<file path="src/rtl/host_iface_pkg.sv">
// host_iface_pkg: shared state encoding, width helper and source indices for the host output path
package host_iface_pkg;
  typedef enum logic {OMUX_IDLE = 1'b0, OMUX_SEND = 1'b1} omux_state_t;
  localparam int SRC_REGMAN = 0;
  localparam int SRC_TAGS = 1;
  function automatic int width_of(input int n);
    return (n <= 2) ? 1 : $clog2(n);
  endfunction
endpackage

</file>
<file path="src/rtl/omux_rr_pick.sv">
// omux_rr_pick: winner selection after `last`, or lowest index when OMUX_FIXED_PRIO_EN is defined
module omux_rr_pick #(
  parameter int N = 4,
  parameter int W = 2
) (
  input  logic [N-1:0] req,
  input  logic [W-1:0] last,
  output logic [W-1:0] idx,
  output logic         valid
);
  assign valid = |req;
`ifdef OMUX_FIXED_PRIO_EN
  logic unused_last;
  assign unused_last = ^last;
  // lowest-index requester wins; scanning downwards lets the smallest index overwrite
  always_comb begin
    idx = '0;
    for (int i = N - 1; i >= 0; i--) if (req[i]) idx = W'(i);
  end
`else
  // first requester at last+1, last+2, ... wraps modulo N; closest distance overwrites last
  always_comb begin
    idx = '0;
    for (int i = N; i >= 1; i--) if (req[(int'(last) + i) % N]) idx = W'((int'(last) + i) % N);
  end
`endif
endmodule

</file>
<file path="src/rtl/out_arbiter.sv">
// out_arbiter: bounded-burst arbiter merging source byte streams onto one output (OMUX_FIXED_PRIO_EN selects fixed priority)
module out_arbiter
  import host_iface_pkg::*;
#(
  parameter int N_SRCS = 4,
  parameter int DATA_W = 8,
  parameter int MAX_BURST = 64
) (
  input  logic                     clk_i,
  input  logic                     reset_i,
  input  logic [N_SRCS*DATA_W-1:0] src_data_i,
  input  logic [N_SRCS-1:0]        src_req_i,
  output logic [N_SRCS-1:0]        src_sel_o,
  output logic [N_SRCS-1:0]        grant_o,
  output logic [DATA_W-1:0]        out_o,
  output logic                     out_req_o,
  input  logic                     out_ack_i,
  output logic                     busy_o
);
  localparam int IDX_W = width_of(N_SRCS);
  localparam int CNT_W = width_of(MAX_BURST + 1);
  omux_state_t      state;
  logic [IDX_W-1:0] cur;
  logic [IDX_W-1:0] last;
  logic [CNT_W-1:0] burst_cnt;
  logic [IDX_W-1:0] pick_idx;
  logic             pick_valid;
  logic             accept;
  logic             last_byte;
  omux_rr_pick #(.N(N_SRCS), .W(IDX_W)) u_pick (
    .req   (src_req_i),
    .last  (last),
    .idx   (pick_idx),
    .valid (pick_valid)
  );
  assign busy_o    = (state == OMUX_SEND);
  assign out_req_o = busy_o & src_req_i[cur];
  assign out_o     = out_req_o ? src_data_i[cur*DATA_W +: DATA_W] : '0;
  assign accept    = out_req_o & out_ack_i;
  assign last_byte = accept & (burst_cnt == CNT_W'(MAX_BURST - 1));
  assign src_sel_o = accept ? N_SRCS'(1) << cur : '0;
  assign grant_o   = busy_o ? N_SRCS'(1) << cur : '0;
  // grant in IDLE, count accepted bytes in SEND, leave on source drop or burst limit
  always_ff @(posedge clk_i or posedge reset_i) begin
    if (reset_i) begin
      state     <= OMUX_IDLE;
      cur       <= '0;
      last      <= IDX_W'(N_SRCS - 1);
      burst_cnt <= '0;
    end else if (state == OMUX_IDLE) begin
      if (pick_valid) begin
        cur       <= pick_idx;
        burst_cnt <= '0;
        state     <= OMUX_SEND;
      end
    end else begin
      if (accept) burst_cnt <= burst_cnt + 1'b1;
      if (!src_req_i[cur] || last_byte) begin
        state <= OMUX_IDLE;
        last  <= cur;
      end
    end
  end
endmodule

</file>
<file path="config.mk">
export PLATFORM = sky130hd
export DESIGN_NAME = out_arbiter
export DESIGN_NICKNAME = d
export VERILOG_FILES = /design/src/rtl/host_iface_pkg.sv /design/src/rtl/omux_rr_pick.sv /design/src/rtl/out_arbiter.sv
export SDC_FILE = /design/constraint.sdc
export NUM_CORES = 1
export LEC_CHECK = 0
export ABC_CLOCK_PERIOD_IN_PS = 2700
export CAP_MARGIN = 20
export CORE_MARGIN = 5
export CORE_UTILIZATION = 41
export DETAILED_ROUTE_END_ITERATION = 10
export PLACE_DENSITY = 0.95
export SYNTH_ARGS = -nofsm -noshare
export SYNTH_HDL_FRONTEND = slang
export SYNTH_SLANG_ARGS = --single-unit
export TNS_END_PERCENT = 50
</file>
<file path="constraint.sdc">
create_clock -name clk_i -period 2.7 [get_ports clk_i]
set_clock_uncertainty 0.05 [all_clocks]
set_input_delay 0.27 -clock clk_i [delete_from_list [all_inputs] [get_ports clk_i]]
set_output_delay 0.27 -clock clk_i [all_outputs]
set_load 0.005 [all_outputs]
</file>
==> results of run 1 <==
-- report_power, final --
group | total, uW | internal, uW | switching, uW
clock network | 114 | 57.2 | 56.8
logic | 727 | 463 | 264
registers | 369 | 243 | 126
total | 1210 | 763 | 446
-- how the worst max path moves through the flow --
stage               endpoint  slack [ns]
finish              out_o[0]        0.28
global route        out_o[6]        0.20
CTS                 out_o[0]        0.01
detailed placement  out_o[0]        0.31
global placement    out_o[2]        0.32
floorplan           out_o[0]        1.06
-- logic make-up (layout without fill, tap and decap cells) --
family | Yosys count | after routing
fa+ha+maj | 1 | 1
buf+inv | 14 | 66
flops | 12 | 12
simple gates | 43 | 43
compound gates | 18 | 18
mux | 14 | 14
xor+xnor | 1 | 1
-- worst register-to-register path: stages (launching register included) --
cell	delay (ns)
dfrtp_2	0.63
mux4_2	0.44
nand3_2	0.16
or4_1	0.42
nand2_1	0.08
-- final cells by class --
class	count	area, sq um
multi-input combinational	77	629
clock buffer	4	26.3
inverter	5	18.8
sequential	12	304
timing repair buffer	57	568
fill	157	694
tap	28	35.0
-- registers in the layout, indices dropped and copies added, names as in the netlist --
register and cells:
cur 2, busy_o 1, burst_cnt 7, last 2
-- synth_stat cells, drive strengths merged (3+ instances only) --
cell	count
inv	5
mux4	9
o211ai	3
nand4	3
clkbuf	4
nor2	5
a21oi	3
dfrtp	10
nand2	14
mux2i	3
o21ai	4
and3	9
o31ai	3
buf	5
-- metrics by stage --
stage | utilization | area, sq um | std cells
floorplan | - | 1000 | 103
global placement | 0.683 | 1550 | 179
detailed placement | 0.683 | 1550 | 179
CTS | 0.694 | 1580 | 183
global route | 0.695 | 1580 | 183
finish | 0.695 | 1580 | 183
-- timing repair --
item	in CTS	in global routing
setup endpoints to repair	0	9
setup buffers	0	0
resized for setup	0	1
-- per-layer routing --
| layer | share of wire | global-route usage | vias up | wire length, microns |
|---|---|---|---|---|
| met5 | 0 | 0 | - | 0 |
| met2 | 0.46 | 0.270 | 54 | 1380 |
| met1 | 0.40 | 0.208 | 488 | 1200 |
| met3 | 0.13 | 0.0370 | 2 | 385 |
| li1 | - | - | 495 | - |
| met4 | 0.010 | 0.0647 | 0 | 31 |
==> summary.md, run 1 <==
| Metric | Value |
|---|---|
| Grt ovf | 0 |
| FF-to-FF path depth | 4 |
| Yosys top cell area share | 0.250 |
| CP Depth | 3 |
| Cell count after synthesis | 103 |
| Largest net degree at the start of global routing | 21 |
| Hold slack | between 0.2 and 0.25 ns |
| Post-synth ARST share | 1.00 |
| Chip Height | 59.4 microns |
| Buf/Inv on CP | 1 |
| Sequential cell area fraction in the yosys report | 0.303 |
| Worst EP arrival | between 2 and 2.5 ns |
| Most frequent cells in the layout | clkdlybuf4s50_1, nand2_1, mux4_2, and3_1, dfrtp_1 |
| Yosys synthesis warning count | 0 |
| Max Freq | between 0.4 and 0.5 GHz |
| Die Area | 3530 sq um |
| Simple-gate area share of the yosys netlist | 0.233 |
| Fraction of synthesized area in multiplexers | 0.255 |
| RR Endpoint | burst_cnt[6]$_DFFE_PP0P_ |
| Synth Area in Compound Gates | 0.120 |
| CTS Buffer Depth | 2 |
| Critical path's largest stage delay | 0.63 ns |
| Place WS | 0.307 ns |
| Critical Path, Cell by Cell | mux4_2, and3_1, clkdlybuf4s50_1 |
| Post-synth EDFFs | 0 |
| Adder-Cell Fraction of Synth Area | 0.0125 |
| First-pass GRT wire length | ~4500 microns |
| Critical path startpoint category | flip-flop |
| Peak supply drop | 0.497 mV |
| Clock sink count | 12 |
| Leak | roughly 0.00065 uW |
| Core ar. | roughly 2300 sq um |
| Critical Path RT | between 2 and 2.5 ns |
| Worst path top cell family by delay | flip-flops |
| Slew Viols, Final | 0 |
| Main combinational cell family by area after synthesis | multiplexers |
| Ant. Diodes | 0 |
| Antenna violations before repair | 0 |
| Post-layout minimum cycle time | between 2 and 2.5 ns |
| CP endpoint kind | primary output |
| Worst-Skew Late Latency | 0.27 ns |
| Yosys reg bits | 12 |
| Syn avg cell area | 9.71 sq um |
| Slowest CP cell | dfrtp_2 |
| Number of buffers created by CTS | 3 |
| RSZ-0062 raised after global routing | false |
| Worst hold path class | input pin to async pin |
| DR WL/cell | between 15 and 20 microns |
| Origin of the critical flop-to-flop path | cur[0]$_DFFE_PP0P_ |
| Routed wire length | between 2000 and 3000 microns |
| Port Buf Inserts | 56 |
| First-pass iteration count of the detailed router | 4 |
| Total of max-cap violations | 0 |
| # DRC | 0 |
| Fraction of layout cells with a size suffix above 1 | 0.129 |
| Clock root buffer | clkbuf_4 |
| Post-synth top flop | dfrtp_1 |
| Largest cells by area after synthesis | dfrtp_1, mux4_2, and3_1, dfstp_2, nand2_1 |
| Status | complete, no violations |
| Vias in the first global route | slightly below 1000 |
| XOR/XNOR share of the synthesized area | 0.00876 |
| Total power | between 1000 and 1500 uW |
| DR vias | 1039 |
| Total track usage | 0.165 |
| Final WS setup | roughly 0.28 ns |
| Endpoints failing setup | 0 |
| Synth-to-Final Area Change | 58.2% |
| Slew headroom | 0.642 |
| H-Tree Depth | 1 |
| Worst slew pin tran | approximately 0.54 ns |
| Starting Density | 0.439 |
| Via density | ~5.7 |
| Final HPWL DP | around 2400 microns |
| Commonest non-fill, non-tap cell in the layout | clkdlybuf4s50_1 |
| R2R setup slack | between 0.8 and 0.9 ns |
| Mapped Area | about 1000 sq um |
| Layout net count | ~200 |
| Power Density | about 760 nW/um^2 |
| Post-route ant nets | 0 |
| FP Rows | 17 |
| Dominant cell type by area after synthesis | dfrtp_1 |
| Routability cong. | just under 0.9 |
| Max FO, Critical Path | 19 |
| DR iter-0 viols | 41 |
| Final number of hold-violating endpoints | 0 |
| TNS Setup | 0 ns |
| Number of library cell types mapped by synthesis | 36 |
| IO Pins | 57 |
| Crit path kind | flip-flop to primary output |
| Syn Nets | ~140 |
| Die W | just under 60 microns |
| Clk slew on worst S/H paths | approximately 0.07 ns |
| Final Cycle Share | 0.897 |
| Clock tree from TritonCTS | built |
| CTS Hold Buffers Added | 0 |
| Crit. Startpoint | cur[0]$_DFFE_PP0P_ |
No activity file was read; power rests on OpenSTA's default activity.
==> run 2, diff against run 1 <==
--- a/config.mk
+++ b/config.mk
@@ -5,12 +5,11 @@
 export SDC_FILE = /design/constraint.sdc
 export NUM_CORES = 1
 export LEC_CHECK = 0
-export ABC_CLOCK_PERIOD_IN_PS = 2700
-export CAP_MARGIN = 20
+export ABC_CLOCK_PERIOD_IN_PS = 2600
 export CORE_MARGIN = 5
-export CORE_UTILIZATION = 41
+export CORE_UTILIZATION = 38
 export DETAILED_ROUTE_END_ITERATION = 10
-export PLACE_DENSITY = 0.95
+export PLACE_DENSITY = 0.9
 export SYNTH_ARGS = -nofsm -noshare
 export SYNTH_HDL_FRONTEND = slang
 export SYNTH_SLANG_ARGS = --single-unit
==> constraint.sdc (replaced) <==
create_clock -name clk_i -period 2.6 [get_ports clk_i]
set_clock_uncertainty 0.05 [all_clocks]
set_input_delay 0.26 -clock clk_i [delete_from_list [all_inputs] [get_ports clk_i]]
set_output_delay 0.26 -clock clk_i [all_outputs]
set_load 0.005 [all_outputs]
==> run 2 against run 1 <==
Against the previous run: routed wire length grew 6.0%; clock power grew 4%; die area grew 6.5%; first-iteration DRC count shrank 20%; core utilization shrank 5.8 points; hold slack lost 0.0032 ns; sequential power grew 1%; worst setup slack lost 0.059 ns; non-clock buffer count grew 1; final area grew 0.71%; highest routed layer unchanged.
==> summary.md, run 2 (synthesis results as in run 1) <==
| Metric | Value |
|---|---|
| Status | complete, no violations |
| Worst path top cell family by delay | buffers and inverters |
| Core ar. | 2500 sq um (+9.8%) |
| Critical Path RT | 2.29 ns (-0.09 ns) |
| Via density | 5.71 (+0.57%) |
| Final Cycle Share | 0.915 |
| Slew Viols, Final | 0 (unchanged) |
| Switching Power | 479 uW (+7.3%) |
| Worst slew pin tran | 0.458 ns (-0.0794 ns) |
| CTS Buffer Depth | 2 (unchanged) |
| Max reg flops | 7 (unchanged) |
| First-pass GRT wire length | 4860 microns (+8.8%) |
| Critical path startpoint category | flip-flop |
| Fraction of layout cells with a size suffix above 1 | 0.141 (+0.0120) |
| H-Tree Depth | 1 (unchanged) |
| Buf/Inv on CP | 2 (+1) |
| DR vias | 1062 (+2.2%) |
| Switch share | 0.373 (+0.00388) |
| Post-route ant nets | 0 (unchanged) |
| Ant. Diodes | 0 (unchanged) |
| Critical path's largest stage delay | 0.59 ns (-0.04 ns) |
| Final number of hold-violating endpoints | 0 (unchanged) |
| M1 GR Usage | 0.211 (+0.00270) |
| Die Area | 3760 sq um (+6.5%) |
| Clk slew on worst S/H paths | 0.07 ns (about the same) |
| Origin of the critical flop-to-flop path | cur[0]$_DFFE_PP0P_ |
| Total of max-cap violations | 0 (unchanged) |
| Total track usage | 0.173 (+0.00873) |
| Peak supply drop | 0.424 mV (-15%) |
| Slew headroom | 0.690 (+0.0486) |
| Clock network fraction of design power | 0.093 (about the same) |
| RSZ-0062 raised after global routing | false |
| IO Pins | 57 (unchanged) |
| Layout net count | 197 (+0.51%) |
| DR WL/cell | 17.1 microns (+4.3%) |
| Routability cong. | 0.857 (-2.4%) |
| Met2 Use GR | 0.289 (+0.0186) |
| Clock root buffer | clkbuf_4 |
| Routed wire length | 3180 microns (+6.0%) |
| Chip Height | 61.3 microns (+3.2%) |
| CP endpoint kind | primary output |
| Die W | 61.3 microns (+3.2%) |
| Worst EP arrival | 2.07 ns (-0.03 ns) |
| Crit path kind | flip-flop to primary output |
| FF-to-FF path depth | 4 (unchanged) |
| Final core occ | 0.637 (-0.0578) |
| Biggest register | burst_cnt |
| Largest regs | burst_cnt x7, cur x2, last x2 |
| Met3 Use GR | 0.0377 (+0.000699) |
| Max FO, Critical Path | 11 (-8) |
| Power Density | 806 nW/um^2 (+5.4%) |
| Slowest CP cell | clkdlybuf4s50_1 |
| Max Freq | ~0.42 GHz |
| Largest net degree at the start of global routing | 21 (unchanged) |
| # DRC | 0 (unchanged) |
| Worst-Skew Late Latency | 0.27 ns (about the same) |
| FP Rows | 18 (+1) |
| Leak | 0.000657 uW (+0.57%) |
| Grt ovf | 0 (unchanged) |
| Commonest non-fill, non-tap cell in the layout | clkdlybuf4s50_1 |
| DR iter-0 viols | 33 (-20%) |
| Clock sink count | 12 (unchanged) |
| Port Buf Inserts | 56 (unchanged) |
| Gr busiest metal | met2 |
| Seq pwr share | 0.291 (-0.014) |
| Most frequent cells in the layout | clkdlybuf4s50_1, nand2_1, mux4_2, and3_1, dfrtp_1 |
| Comb power frac | 0.616 (+0.015) |
| Antenna violations before repair | 0 (unchanged) |
| Synth-to-Final Area Change | 59.3% |
| Worst hold path class | input pin to async pin |
| Final HPWL DP | 2580 microns (+8.3%) |
| Clock tree from TritonCTS | built |
| First-pass iteration count of the detailed router | 4 (unchanged) |
| Internal power | 805 uW (+5.5%) |
| R2R setup slack | 0.85 ns (-0.02 ns) |
| Starting Density | 0.400 (-0.0394) |
| Post-layout minimum cycle time | 2.38 ns |
| Vias in the first global route | 1078 (+11%) |
| RR Endpoint | burst_cnt[3]$_DFFE_PP0P_ |
| Endpoints failing setup | 0 (unchanged) |
| Number of buffers created by CTS | 3 (unchanged) |
| TNS Setup | 0 ns (unchanged) |
| Critical Path, Cell by Cell | buf_4, nor4b_1, clkdlybuf4s50_1 |
-- run 2: power groups by stage --
| stage | clock [uW] | combinational (uW) | sequential [uW] |
|---|---|---|---|
| finish | 119 | 791 | 374 |
| global route | 137 | 859 | 394 |
| CTS | 123 | 802 | 370 |
| detailed placement | 0 | 799 | 375 |
| global placement | 0 | 769 | 368 |
| floorplan | 0 | 558 | 280 |
-- run 2: cell type report --
| type | count | area, sq um |
|---|---|---|
| Clock buffer | 4 | 26.3 |
| Fill cell | 195 | 907 |
| Inverter | 5 | 18.8 |
| Multi-Input combinational cell | 77 | 629 |
| Sequential cell | 12 | 305 |
| Tap cell | 30 | 37.5 |
| Timing Repair Buffer | 58 | 576 |
-- run 2: worst max-delay path by stage --
| stage | endpoint | startpoint | cells after the start | slack (ns) |
|---|---|---|---|---|
| 2_1_floorplan | out_o[0] | cur[1]$_DFFE_PP0P_ | 4 | 0.97 |
| 3_3_place_gp | out_o[4] | src_req_i[1] | 4 | 0.27 |
| 3_5_place_dp | out_o[4] | src_req_i[3] | 4 | 0.23 |
| 4_1_cts | out_o[5] | cur[0]$_DFFE_PP0P_ | 3 | 0.07 |
| 5_1_grt | src_sel_o[0] | cur[0]$_DFFE_PP0P_ | 3 | 0.13 |
| 6_report | src_sel_o[0] | cur[0]$_DFFE_PP0P_ | 3 | 0.22 |
-- run 2: repair_timing --
item,in CTS,in global routing
setup endpoints to repair,0,10
gates resized for setup,0,2
buffers inserted,0,0
hold buffers,0,0
-- run 2: metrics by stage --
stage | cells | hold slack (ns) | power, uW | worst slack [ns] | area [sq um]
detailed placement | 182 | 0.430 | 1170 | 0.234 | 1560
global route | 186 | 0.264 | 1390 | 0.130 | 1590
floorplan | 103 | 0.0733 | 838 | 0.969 | 1000
CTS | 186 | 0.243 | 1290 | 0.0720 | 1590
global placement | 182 | 0.425 | 1140 | 0.272 | 1560
finish | 186 | 0.236 | 1280 | 0.221 | 1590
-- run 2: per-layer routing --
metal | vias to the layer above | wire [microns]
met5 | - | 0
met4 | 0 | 94
met3 | 8 | 404
met2 | 57 | 1400
met1 | 501 | 1280
li1 | 496 | -
